$ cat config.mk
export PLATFORM = sky130hd
export DESIGN_NAME = xup_clk_period_meter
export DESIGN_NICKNAME = d
export VERILOG_FILES = /design/src/rtl/xup_clk_period_meter.sv
export SDC_FILE = /design/constraint.sdc
export NUM_CORES = 1
export LEC_CHECK = 0
export ABC_AREA = 0
export BUFFER_PORTS_ARGS = -buffer_cell sky130_fd_sc_hd__buf_2
export CAP_MARGIN = 30
export CORE_MARGIN = 1
export CORE_UTILIZATION = 40
export DETAILED_ROUTE_END_ITERATION = 7
export PLACE_DENSITY_LB_ADDON = 0.25
export SKIP_CTS_REPAIR_TIMING = 1
export SYNTH_ARGS = -nofsm -noshare
export SYNTH_HDL_FRONTEND = slang
export SYNTH_SLANG_ARGS = --single-unit
$ cat constraint.sdc
create_clock -name clkin -period 2.2 [get_ports clkin]
set_clock_uncertainty 0.1 [all_clocks]
set_input_delay 0.11 -clock clkin [delete_from_list [all_inputs] [get_ports clkin]]
set_output_delay 0.11 -clock clkin [all_outputs]
set_load 0.02 [all_outputs]
$ cat src/rtl/xup_clk_period_meter.sv
// xup_clk_period_meter: measures the period of async sig_in in clkin cycles, with lock and timeout flags.
// Define XUP_CLK_METER_DUTY_EN to also report the high time of the last measured period.
module xup_clk_period_meter #(
   parameter int WIDTH       = 32,
   parameter int TIMEOUT     = 1000000,
   parameter int SYNC_STAGES = 2
) (
   input  logic             clkin,
   input  logic             resetn,
   input  logic             sig_in,
   input  logic             enable,
   output logic [WIDTH-1:0] period,
   output logic             period_valid,
   output logic             locked,
   output logic             timeout,
   output logic [WIDTH-1:0] high_time
);
   localparam logic [1:0] IDLE = 2'd0, WAIT_EDGE = 2'd1, MEASURE = 2'd2;
   localparam logic [WIDTH-1:0] TMO = WIDTH'(TIMEOUT);
   logic [SYNC_STAGES-1:0] sync;
   logic                   prev, s, rise, last_valid;
   logic [1:0]             state;
   logic [WIDTH-1:0]       cnt, last;
   assign s    = sync[SYNC_STAGES-1];
   assign rise = s & ~prev;
   always_ff @(posedge clkin or negedge resetn)
      if (!resetn) begin
         sync <= '0;
         prev <= 1'b0;
      end else begin
         sync <= {sync[SYNC_STAGES-2:0], sig_in};
         prev <= s;
      end
   // a rise takes priority over a coincident timeout so that period == TIMEOUT still measures
   always_ff @(posedge clkin or negedge resetn)
      if (!resetn) begin
         state        <= IDLE;
         cnt          <= '0;
         last         <= '0;
         last_valid   <= 1'b0;
         period       <= '0;
         period_valid <= 1'b0;
         locked       <= 1'b0;
         timeout      <= 1'b0;
      end else begin
         period_valid <= 1'b0;
         if (!enable) begin
            state      <= IDLE;
            cnt        <= '0;
            locked     <= 1'b0;
            timeout    <= 1'b0;
            last_valid <= 1'b0;
         end else if (state == IDLE) begin
            state <= WAIT_EDGE;
            cnt   <= '0;
         end else if (rise) begin
            state <= MEASURE;
            cnt   <= WIDTH'(1);
            if (state == MEASURE) begin
               period       <= cnt;
               period_valid <= 1'b1;
               last         <= cnt;
               locked       <= (cnt == last) && last_valid;
               last_valid   <= 1'b1;
               timeout      <= 1'b0;
            end
         end else if (cnt == TMO) begin
            state      <= WAIT_EDGE;
            cnt        <= '0;
            timeout    <= 1'b1;
            locked     <= 1'b0;
            last_valid <= 1'b0;
         end else begin
            cnt <= cnt + WIDTH'(1);
         end
      end
`ifdef XUP_CLK_METER_DUTY_EN
   logic [WIDTH-1:0] hcnt;
   always_ff @(posedge clkin or negedge resetn)
      if (!resetn) begin
         hcnt      <= '0;
         high_time <= '0;
      end else begin
         hcnt <= rise ? WIDTH'(s) : hcnt + WIDTH'(s);
         if (enable && state == MEASURE && rise) high_time <= hcnt;
      end
`else
   assign high_time = '0;
`endif
endmodule

== Word level (Yosys, flattened, before mapping) ==
Cells that the tools add are included.

* Bitwise logic cells: 3
* Reductions and logical operators: 4
* Equality and inequality tests: 7
* Add/subtract/negate cells: 1
* Multiplexer cells: 26

{| class="wikitable"
|+ Operators by type and width
! cell !! count
|-
| $mux 32 || 4
|-
| $add 32x1->32 const B || 1
|-
| $eq 32x20->1 const B || 1
|-
| $eq 32x32->1 || 1
|-
| $mux 1 || 18
|-
| $mux 2 || 4
|-
| $ne 4x1->1 const B || 1
|-
| $reduce_and 4->1 || 1
|-
| $ne 3x1->1 const B || 1
|-
| $ne 3x2->1 const B || 1
|-
| $reduce_and 3->1 || 1
|-
| $eq 2x2->1 const B || 1
|-
| $logic_not 2->1 || 1
|-
| $ne 2x2->1 const B || 1
|-
| $not 1->1 || 2
|-
| $and 1x1->1 || 1
|-
| $logic_and 1x1->1 || 1
|}

* Bits in registers: 73
* Logic and storage cells: 50
* Output and inout port bits: 67
* Input bits: 4

== Logic depth before layout (Yosys ltp) ==
Gate-level depths: netlist of run 1.

* Depth in word-level cells: 6
* Depth in mapped cells: 8
* Depth with buffers taken out: 7

== Worst setup path after synthesis of run 1 ==
OpenSTA, ideal clock, no wires.

* Path type: flip-flop to flip-flop
* From: reg cnt[21]
* To: reg cnt[25]
* Library setup time: 0.126 ns
* Cell stages (with the launch flop): 8
* Path slack: 0.223 ns
* Buffers on the path: 2
* Arrival: 1.751 ns
* Required time: 1.974 ns
* Period minus slack after synthesis: 1.977 ns
* Cells stage by stage: dfrtp_1 clkbuf_1 nor4_1 nand4_1 or4_4 nand4b_4 buf_6 a21oi_1

* Word-level cells in the longest chain between the ends: 5
* Elaborated cells on any way between the ends: 6
* Classes of those cells: 1 x add/sub; 1 x eq/ne; 4 x mux

{| class="wikitable"
|+ RTL lines
! what !! line !! RTL
|-
| from (decl) || 23 || <nowiki>logic [WIDTH-1:0] cnt, last;</nowiki>
|-
| from (signal assigned) || 74 || <nowiki>cnt <= cnt + WIDTH'(1);</nowiki>
|-
| $add 32x1->32 / $eq 32x20->1 (equally long branches) || 74, 67 ||
|-
| $mux 32 (*) || 67 || <nowiki>end else if (cnt == TMO) begin</nowiki>
|-
| $mux 32 (*) || 56 || <nowiki>end else if (rise) begin</nowiki>
|-
| $mux 32 (*) || 53 || <nowiki>end else if (state == IDLE) begin</nowiki>
|-
| $mux 32 (*) || 47 || <nowiki>if (!enable) begin</nowiki>
|}

Every way passes the cells marked *; elsewhere a longest branch is shown, timed or not.
A chain may end at the register's enable or synchronous reset.

== Final worst setup path of run 1 ==
* From: reg cnt[22]
* To: reg cnt[17]

* Word-level cells in the longest chain between the ends: 5

{| class="wikitable"
|+ RTL lines
! what !! line
|-
| $eq 32x20->1 || 67
|-
| $mux 32 || 67
|-
| $mux 32 || 56
|-
| $mux 32 || 53
|-
| $mux 32 || 47
|}

Every way passes these cells.

==> results of run 1 <==
## state kept, by name, summed over array words and instances, names as in the netlist
name and cells:
cnt 32, last 32, last_valid 1, locked 1, period_valid 1, prev 1
state 2, sync 2, timeout 1
## area by class of cell
| class | count | area (um^2) | share of cell area |
|---|---|---|---|
| inverters | 8 | 30.0 | 0.00658 |
| clock buffers | 13 | 159 | 0.0348 |
| flip-flops and latches | 73 | 1830 | 0.400 |
| multi-input cells | 266 | 1790 | 0.391 |
| repair buffers | 83 | 586 | 0.128 |
| clock inverters | 3 | 15.0 | 0.00329 |
| well taps | 129 | 161 | 0.0354 |
## report_power, final
group          internal [uW]  switching, uW  leakage [uW]
combinational           51.5            130       0.00107
clock                    467            485     0.0000932
sequential              1350           10.8       0.00101
total                   1870            626       0.00217
## cells in the final DEF (no fill, tap or decap), drive strengths merged
cell type and count:
nor4b 3, a21oi 8, ha 2, o32ai 1
nor3b 1, clkbuf 13, dlygate4sd3 4, mux2 27
xor2 18, nand2b 1, o21ai 11, or4b 1
dfrtp 73, nand4 20, and3 5, o221a 1
conb 32, nor3 8, o211ai 1, inv 8
nand2 23, nor2b 1, or4 1, mux2i 1
nand4b 1, xnor2 40, buf 79, or3 5
nor2 37, clkinv 3, nand3 12, nor4 5
## cells by family (layout without fill, tap and decap cells)
| group | Yosys count | after routing |
|---|---|---|
| simple gates | 124 | 124 |
| flops | 73 | 73 |
| buf+inv | 61 | 107 |
| xor+xnor | 58 | 58 |
| mux | 28 | 28 |
| compound gates | 22 | 22 |
| fa+ha+maj | 2 | 2 |
| other cells | 1 | 32 |
## layer usage
metal	routed length, um	track usage
met4	93	0.0468
met1	3920	0.245
met5	0	0
met2	3810	0.279
met3	368	0.0439
## metrics by stage
| step | power, uW | setup WS [ps] |
|---|---|---|
| floorplan | 1540 | 223 |
| global placement | 1560 | -32.9 |
| detailed placement | 1560 | -53.0 |
| CTS | 2520 | -74.2 |
| global route | 2600 | -11.9 |
| finish | 2500 | 73.0 |
## worst paths after layout
path                       endpoint     from
min reg2reg                 sync[1]  sync[0]
min in group clkin          sync[1]  sync[0]
max in group asynchronous    cnt[8]   resetn
min                         last[8]   resetn
max                         cnt[17]  cnt[22]
max reg2reg                 cnt[17]  cnt[22]
## worst max-delay path, stage by stage (launching register included)
cell	delay, ps
dfrtp_1	410
nor4_4	290
buf_4	140
nand4_1	110
or4_4	590
nand4b_4	150
buf_12	160
nor2_1	50
==> flow_metrics.tcl, run 1 <==
set metrics [dict create \
    grt_max_degree 74 \
    synthAdderAreaFrac 0.00648 \
    period_share 0.967 \
    dp_hpwl_um 5980 \
    grt_antenna_before_repair 0 \
    cts_max_path_buffers 2 \
    post-route-util 0.492 \
    synth_top_area_frac 0.473 \
    fin_area_um2 4560 \
    end_kind "flip-flop" \
    initial_core_util 0.416 \
    synth_xor_xnor_area_share 0.132 \
    route.detailed.drc 0 \
    rsz0062_at_grt "true" \
    place_congestion 0.861 \
    fmax_mhz 470 \
    crit_fanout 17 \
    synth_cell_type_count 38 \
    leakagePower_uw 0.00217 \
    antenna_cells 0 \
    vias 2740 \
    synthesis.instances 369 \
    clk_pin_slew_ps 70 \
    synth_commonest_cells "dfrtp_1 (73), xnor2_1 (40), nor2_1 (36)" \
    grt_overflow_total 0 \
    syn2layout_area_growth_pct 18.2 \
    ctsHtreeMaxLevel 3 \
    yosys.cell_count.top_type "dfrtp_1" \
    die_area_um2 10000 \
    n_fill_cell 886 \
    synth_area_leader_cell "dfrtp_1" \
    drt_first_iter_violations 161 \
    drt_wl_total_um 8190 \
    cts_num_sinks 73 \
    drv_cap 0 \
    startpoint_type "flip-flop" \
    cp_data_required_time_ps 2330 \
    drtPass1Iterations 4 \
    cts_made_buffers 9 \
    ys_top_cells_by_area "dfrtp_1 (47%), xnor2_1 (9.1%), mux2_2 (7.9%), buf_4 (6.4%), xor2_1 (4.1%)" \
    final_antenna_net_count 0 \
    drt-wirelength-per-cell_um 14.3 \
    fin_hold_ws_ps 221 \
    final_layout_size_suffix_gt1_frac 0.296 \
    max-vdd-ir-drop_mv 0.379 \
    ioPinCount 71 \
    yosys.area_share.simple 0.174 \
    syn_area_per_cell_um2 10.5 \
    grt_usage 0.178 \
    finalSetupTns_ps 0 \
    netlist_area_um2 3860 \
    synthArstFlopShare 1.00 \
    routed_via_density 4.77 \
    core_area_um2 9280 \
    nets 447 \
    worstSkewPairLatency_ps 340 \
    place_area_um2 4300 \
    powerDensity_nw_per_um2 547 \
    finalHoldViolCount 0 \
    r2r_slack_ps 70 \
    maxSlewViolCount 0 \
    r2r_cells 7 \
    ys_seq_area_frac 0.473 \
    fin_cells 575 \
    grt_pass1_vias 2614 \
    status "completed" \
    dp.cells 554 \
    num_rows 35 \
    synth_edf_count 0 \
    synth_top_family_by_area "simple AND/OR/NAND/NOR gates" \
    die_w_um 100 \
    numPortBuffers 38 \
    yosys_register_bits 73 \
    cts_tree "yes" \
    yosys_warnings 0 \
    arrival_ps 2260 \
    cts_root_buffer "clkbuf_8" \
    setup_viol 0 \
    crit_type "flip-flop to flip-flop" \
    synth_compound_area_frac 0.0318 \
    synth.area.mux_share 0.0814 \
    grt_pass1_wl_um 13500 \
    post-route-min-period_ps 2130 \
    dieHeight_um 100 \
    min_path_type "input port to async pin" \
    synth_ff_type "dfrtp_1" \
]
Note: power is estimated with default switching activity, not from simulation.
==> run 2: changes to the inputs <==
--- a/config.mk
+++ b/config.mk
@@ -6,11 +6,11 @@
 export NUM_CORES = 1
 export LEC_CHECK = 0
 export ABC_AREA = 0
-export BUFFER_PORTS_ARGS = -buffer_cell sky130_fd_sc_hd__buf_2
 export CAP_MARGIN = 30
 export CORE_MARGIN = 1
 export CORE_UTILIZATION = 40
 export DETAILED_ROUTE_END_ITERATION = 7
+export DONT_BUFFER_PORTS = 1
 export PLACE_DENSITY_LB_ADDON = 0.25
 export SKIP_CTS_REPAIR_TIMING = 1
 export SYNTH_ARGS = -nofsm -noshare
==> constraint.sdc (replaced) <==
create_clock -name clkin -period 1.8 [get_ports clkin]
set_clock_uncertainty 0.1 [all_clocks]
set_input_delay 0.09 -clock clkin [delete_from_list [all_inputs] [get_ports clkin]]
set_output_delay 0.09 -clock clkin [all_outputs]
set_load 0.02 [all_outputs]
==> run 2 against run 1 <==
The run now ends with hold timing, setup timing left. Hold slack got worse by 890 ps. Critical path depth increased by 1. Maximum frequency is 2.4% higher. Sequential cell count is the same. Clock power grew 21%. Sequential power rose by 22%. Sequential share of layout area shrank 1.8 points. Clock-buffer cell count is the same. Non-clock buffer count increased by 5. Register-to-register slack got worse by 350 ps. Largest cell class is now multi-input combinational cells.
==> flow_metrics.tcl, run 2 (same netlist as run 1, synthesis figures left out) <==
set metrics [dict create \
    status "finished, violations left" \
    violations "hold timing, setup timing" \
    post-route-util 0.515 \
    slowest_stage "or4_4" \
    grt_max_degree 74 \
    maxSlewViolCount 0 \
    r2r_slack_ps -280 \
    ctsHtreeMaxLevel 3 \
    cts_num_sinks 73 \
    worstSkewPairLatency_ps 350 \
    arrival_ps 2210 \
    n_fill_cell 859 \
    max_stage_delay_ps 560 \
    antenna_cells 0 \
    crit_fanout 9 \
    layout_commonest_cell "buf_4" \
    crit_type "flip-flop to flip-flop" \
    place_congestion 0.837 \
    drt-wirelength-per-cell_um 15.1 \
    r2r_cells 8 \
    drt_wl_total_um 8710 \
    cts_max_path_buffers 2 \
    nets 452 \
    finalPower_uw 3050 \
    multi_input_area_um2 1850 \
    grt_antenna_before_repair 0 \
    cts_made_buffers 9 \
    drv_cap 0 \
    routed_via_density 4.79 \
    grt_usage 0.182 \
    route.detailed.drc 0 \
    clk_pin_slew_ps 80 \
    leakagePower_uw 0.00220 \
    ioPinCount 71 \
    numPortBuffers 0 \
    powerDensity_nw_per_um2 639 \
    final_cell_mix "buf_4 (79), dfrtp_1 (73), xnor2_1 (40), conb_1 (32)" \
    min_path_type "input port to async pin" \
    seq_area_um2 1830 \
    max-vdd-ir-drop_mv 0.403 \
    rsz0062_at_grt "true" \
    drt_first_iter_violations 125 \
    fmax_mhz 481 \
    die_area_um2 10000 \
    core_area_um2 9280 \
    dp_hpwl_um 6340 \
    syn2layout_area_growth_pct 23.8 \
    cts_root_buffer "clkbuf_8" \
    cts_tree "yes" \
    setup_slack_ps -278 \
    end_kind "flip-flop" \
    initial_core_util 0.416 \
    die_w_um 100 \
    r2r_end "cnt[11]" \
    drtPass1Iterations 4 \
    cp_data_required_time_ps 1930 \
    final_layout_size_suffix_gt1_frac 0.333 \
    period_share 1.15 \
    reg.largest.list "cnt: 32 flops, last: 32 flops" \
    r2r_start "cnt[0]" \
    dieHeight_um 100 \
    grt_pass1_wl_um 13600 \
    grt_pass1_vias 2627 \
    startpoint_type "flip-flop" \
    tightest_slew_ps 554 \
    finalHoldViolCount 73 \
    final_antenna_net_count 0 \
    path_cells "inv_2 -> ha_4 -> nor4b_4 -> nand2_1 -> or4_4 -> nand4b_4 -> clkbuf_16 -> nor2_1" \
    slew_headroom 0.630 \
    post-route-min-period_ps 2080 \
    num_rows 35 \
    fin_hold_ws_ps -666 \
    setup_viol 37 \
    grt_overflow_total 0 \
    vias 2765 \
]
[run 2: cell type report]
type,instances,share of cell area
clock buffers,13,0.0354
repair buffers,88,0.156
well taps,129,0.0338
flip-flops and latches,73,0.382
inverters,8,0.00629
multi-input cells,266,0.387
[run 2: stage by stage]
| step | cell area (um^2) | setup WS [ps] | std cells | setup TNS [ps] |
|---|---|---|---|---|
| after floorplan | 3990 | -107 | 400 | -3180 |
| after global placement | 4420 | -198 | 554 | -6370 |
| after detailed placement | 4420 | -235 | 554 | -7620 |
| after CTS | 4590 | -247 | 567 | -8000 |
| after global routing | 4780 | -374 | 577 | -12830 |
| final | 4780 | -278 | 577 | -9000 |
[run 2: critical path: cells and delay by family, from the launching register on]
kind,cells,cell delay [ps]
and+or+nand+nor,5,1050
DFF,1,400
buffers and inverters,2,280
adders and majority gates,1,120
[run 2: where the power goes]
group | total, uW | switching (uW) | internal, uW
clock network | 1150 | 561 | 592
logic | 236 | 146 | 90.4
registers | 1660 | 9.78 | 1650
[run 2: worst max-delay path by stage]
stage | startpoint | end | cells after the start
5_1_grt | cnt[0] | cnt[22] | 8
6_report | cnt[0] | cnt[11] | 8
3_3_place_gp | cnt[1] | cnt[0] | 8
2_1_floorplan | cnt[0] | cnt[25] | 8
3_5_place_dp | cnt[1] | cnt[0] | 8
4_1_cts | cnt[1] | cnt[0] | 8
[run 2: layer usage]
layer  vias up  share of wire  global-route usage
li1       1329              -                   -
met1      1341           0.45               0.233
met2        77           0.48               0.289
met3        18          0.044              0.0411
met4         0          0.026              0.0903
met5         -              0                   0
==> run 3: changes to the inputs <==
--- a/config.mk
+++ b/config.mk
@@ -11,6 +11,7 @@
 export CORE_UTILIZATION = 40
 export DETAILED_ROUTE_END_ITERATION = 7
 export DONT_BUFFER_PORTS = 1
+export MAX_ROUTING_LAYER = met4
 export PLACE_DENSITY_LB_ADDON = 0.25
 export SKIP_CTS_REPAIR_TIMING = 1
 export SYNTH_ARGS = -nofsm -noshare
==> run 3 against run 2 <==
Largest power group unchanged. Sequential cell count is the same. Highest routed layer unchanged. Routed wire length grew 0.18%. Sequential power barely moved. The run still ends with hold timing, setup timing left. Largest cell class unchanged.
==> flow_metrics.tcl, run 3 (same netlist as run 1, synthesis figures left out) <==
set metrics [dict create \
    p_switching_uw 718 \
    initial_core_util 0.416 \
    clk_pin_slew_ps 70 \
    arrival_ps 2210 \
    crit_type "flip-flop to flip-flop" \
    antenna_cells 0 \
    worstSkewPairLatency_ps 350 \
    max_stage_delay_ps 560 \
    cts_made_buffers 9 \
    use_met2 0.288 \
    final_layout_size_suffix_gt1_frac 0.333 \
    grt_max_degree 74 \
    die_w_um 100 \
    min_path_type "input port to async pin" \
    p_clk_frac 0.378 \
    drt-wirelength-per-cell_um 15.1 \
    num_rows 35 \
    finalHoldViolCount 73 \
    r2r_start "cnt[0]" \
    period_share 1.15 \
    finalSetupTns_ps -9050 \
    ioPinCount 71 \
    powerDensity_nw_per_um2 639 \
    cts_tree "yes" \
    cts_root_buffer "clkbuf_8" \
    grtUsageMet1 0.237 \
    end_kind "flip-flop" \
    fin_cells 577 \
    slowest_stage "or4_4" \
    gr-usage-met3 0.0397 \
    drv_cap 0 \
    dp.cells 554 \
    setup_slack_ps -278 \
    layout_commonest_cell "buf_4" \
    violations "hold timing, setup timing" \
    routed_via_density 4.80 \
    pwr-share-comb 0.078 \
    rsz0062_at_grt "true" \
    grt_pass1_vias 2631 \
    setup_viol 37 \
    final_cell_mix "buf_4 (79), dfrtp_1 (73), xnor2_1 (40), conb_1 (32)" \
    syn2layout_area_growth_pct 23.8 \
    fin_hold_ws_ps -670 \
    grt_usage 0.188 \
    startpoint "cnt[0]" \
    max-vdd-ir-drop_mv 0.403 \
    cts_max_path_buffers 2 \
    crit_fanout 9 \
    slew_headroom 0.627 \
    busiest_layer "met2" \
    startpoint_type "flip-flop" \
    die_area_um2 10000 \
    tightest_slew_ps 558 \
    ctsHtreeMaxLevel 3 \
    path_cells "inv_2 -> ha_4 -> nor4b_4 -> nand2_1 -> or4_4 -> nand4b_4 -> clkbuf_16 -> nor2_1" \
    post-route-min-period_ps 2080 \
    cts_num_sinks 73 \
    p_int_uw 2340 \
    n_fill_cell 859 \
    drt_first_iter_violations 122 \
    grt_overflow_total 0 \
    core_area_um2 9280 \
    vias 2772 \
    leakagePower_uw 0.00220 \
    final_antenna_net_count 0 \
    status "finished, violations left" \
    grt_antenna_before_repair 0 \
    route.detailed.drc 0 \
    r2r_cells 8 \
    fmax_mhz 481 \
    p_sw_frac 0.235 \
    reg.largest.list "cnt: 32 flops, last: 32 flops" \
    dieHeight_um 100 \
    cp_data_required_time_ps 1930 \
    seq_power_share 0.545 \
    drt_wl_total_um 8730 \
    maxSlewViolCount 0 \
    numPortBuffers 0 \
    nets 452 \
    grt_pass1_wl_um 13600 \
    place_congestion 0.850 \
    drtPass1Iterations 4 \
    dp_hpwl_um 6340 \
]
==> run 3: cell counts in the layout (fill, tap and decap cells not counted) <==
Identical to the previous run, type by type.
==> run 3: power groups by stage <==
stage                     registers [uW]  clock network, uW  logic (uW)
after floorplan                     1700                  0         186
after global placement              1690                  0         185
after detailed placement            1700                  0         187
after CTS                           1660               1190         187
after global routing                1660               1260         255
final                               1660               1150         237
==> run 3: layer usage <==
layer,up-vias,part of all wire
li1,1331,-
met4,0,0.027
met1,1342,0.46
met3,22,0.052
met2,77,0.47
met5,-,0
==> run 3: path summary, 6_finish.rpt <==
path                            slack (ps)        to
worst min-delay path                  -670  last[20]
max in group asynchronous             2150  last[23]
worst min register to register         250   sync[1]
worst max-delay path                  -280   cnt[11]
worst max register to register        -280   cnt[11]
min in group clkin                      20    cnt[8]
==> run 3: area by class of cell <==
type / count / area [um^2] / share of cell area
Multi-Input combinational cell: 266 / 1850 / 0.387
Tap cell: 129 / 161 / 0.0338
Timing Repair Buffer: 88 / 743 / 0.156
Clock buffer: 13 / 169 / 0.0354
Inverter: 8 / 30.0 / 0.00629
Sequential cell: 73 / 1830 / 0.382
==> run 3: critical path: cells and delay by family, from the launching register on <==
family / cells / cell delay, ps
buffers and inverters: 2 / 280
and+or+nand+nor: 5 / 1050
adders and majority gates: 1 / 120
DFF: 1 / 400
==> run 3: metrics by stage <==
step | utilization | hold slack (ps) | power (uW) | cell area, um^2 | setup slack, ps
CTS | 0.494 | -681 | 3040 | 4590 | -247
global placement | 0.476 | -302 | 1880 | 4420 | -198
detailed placement | 0.476 | -303 | 1880 | 4420 | -235
global route | 0.515 | -688 | 3180 | 4780 | -375
floorplan | - | -306 | 1890 | 3990 | -107
finish | 0.515 | -670 | 3050 | 4780 | -278
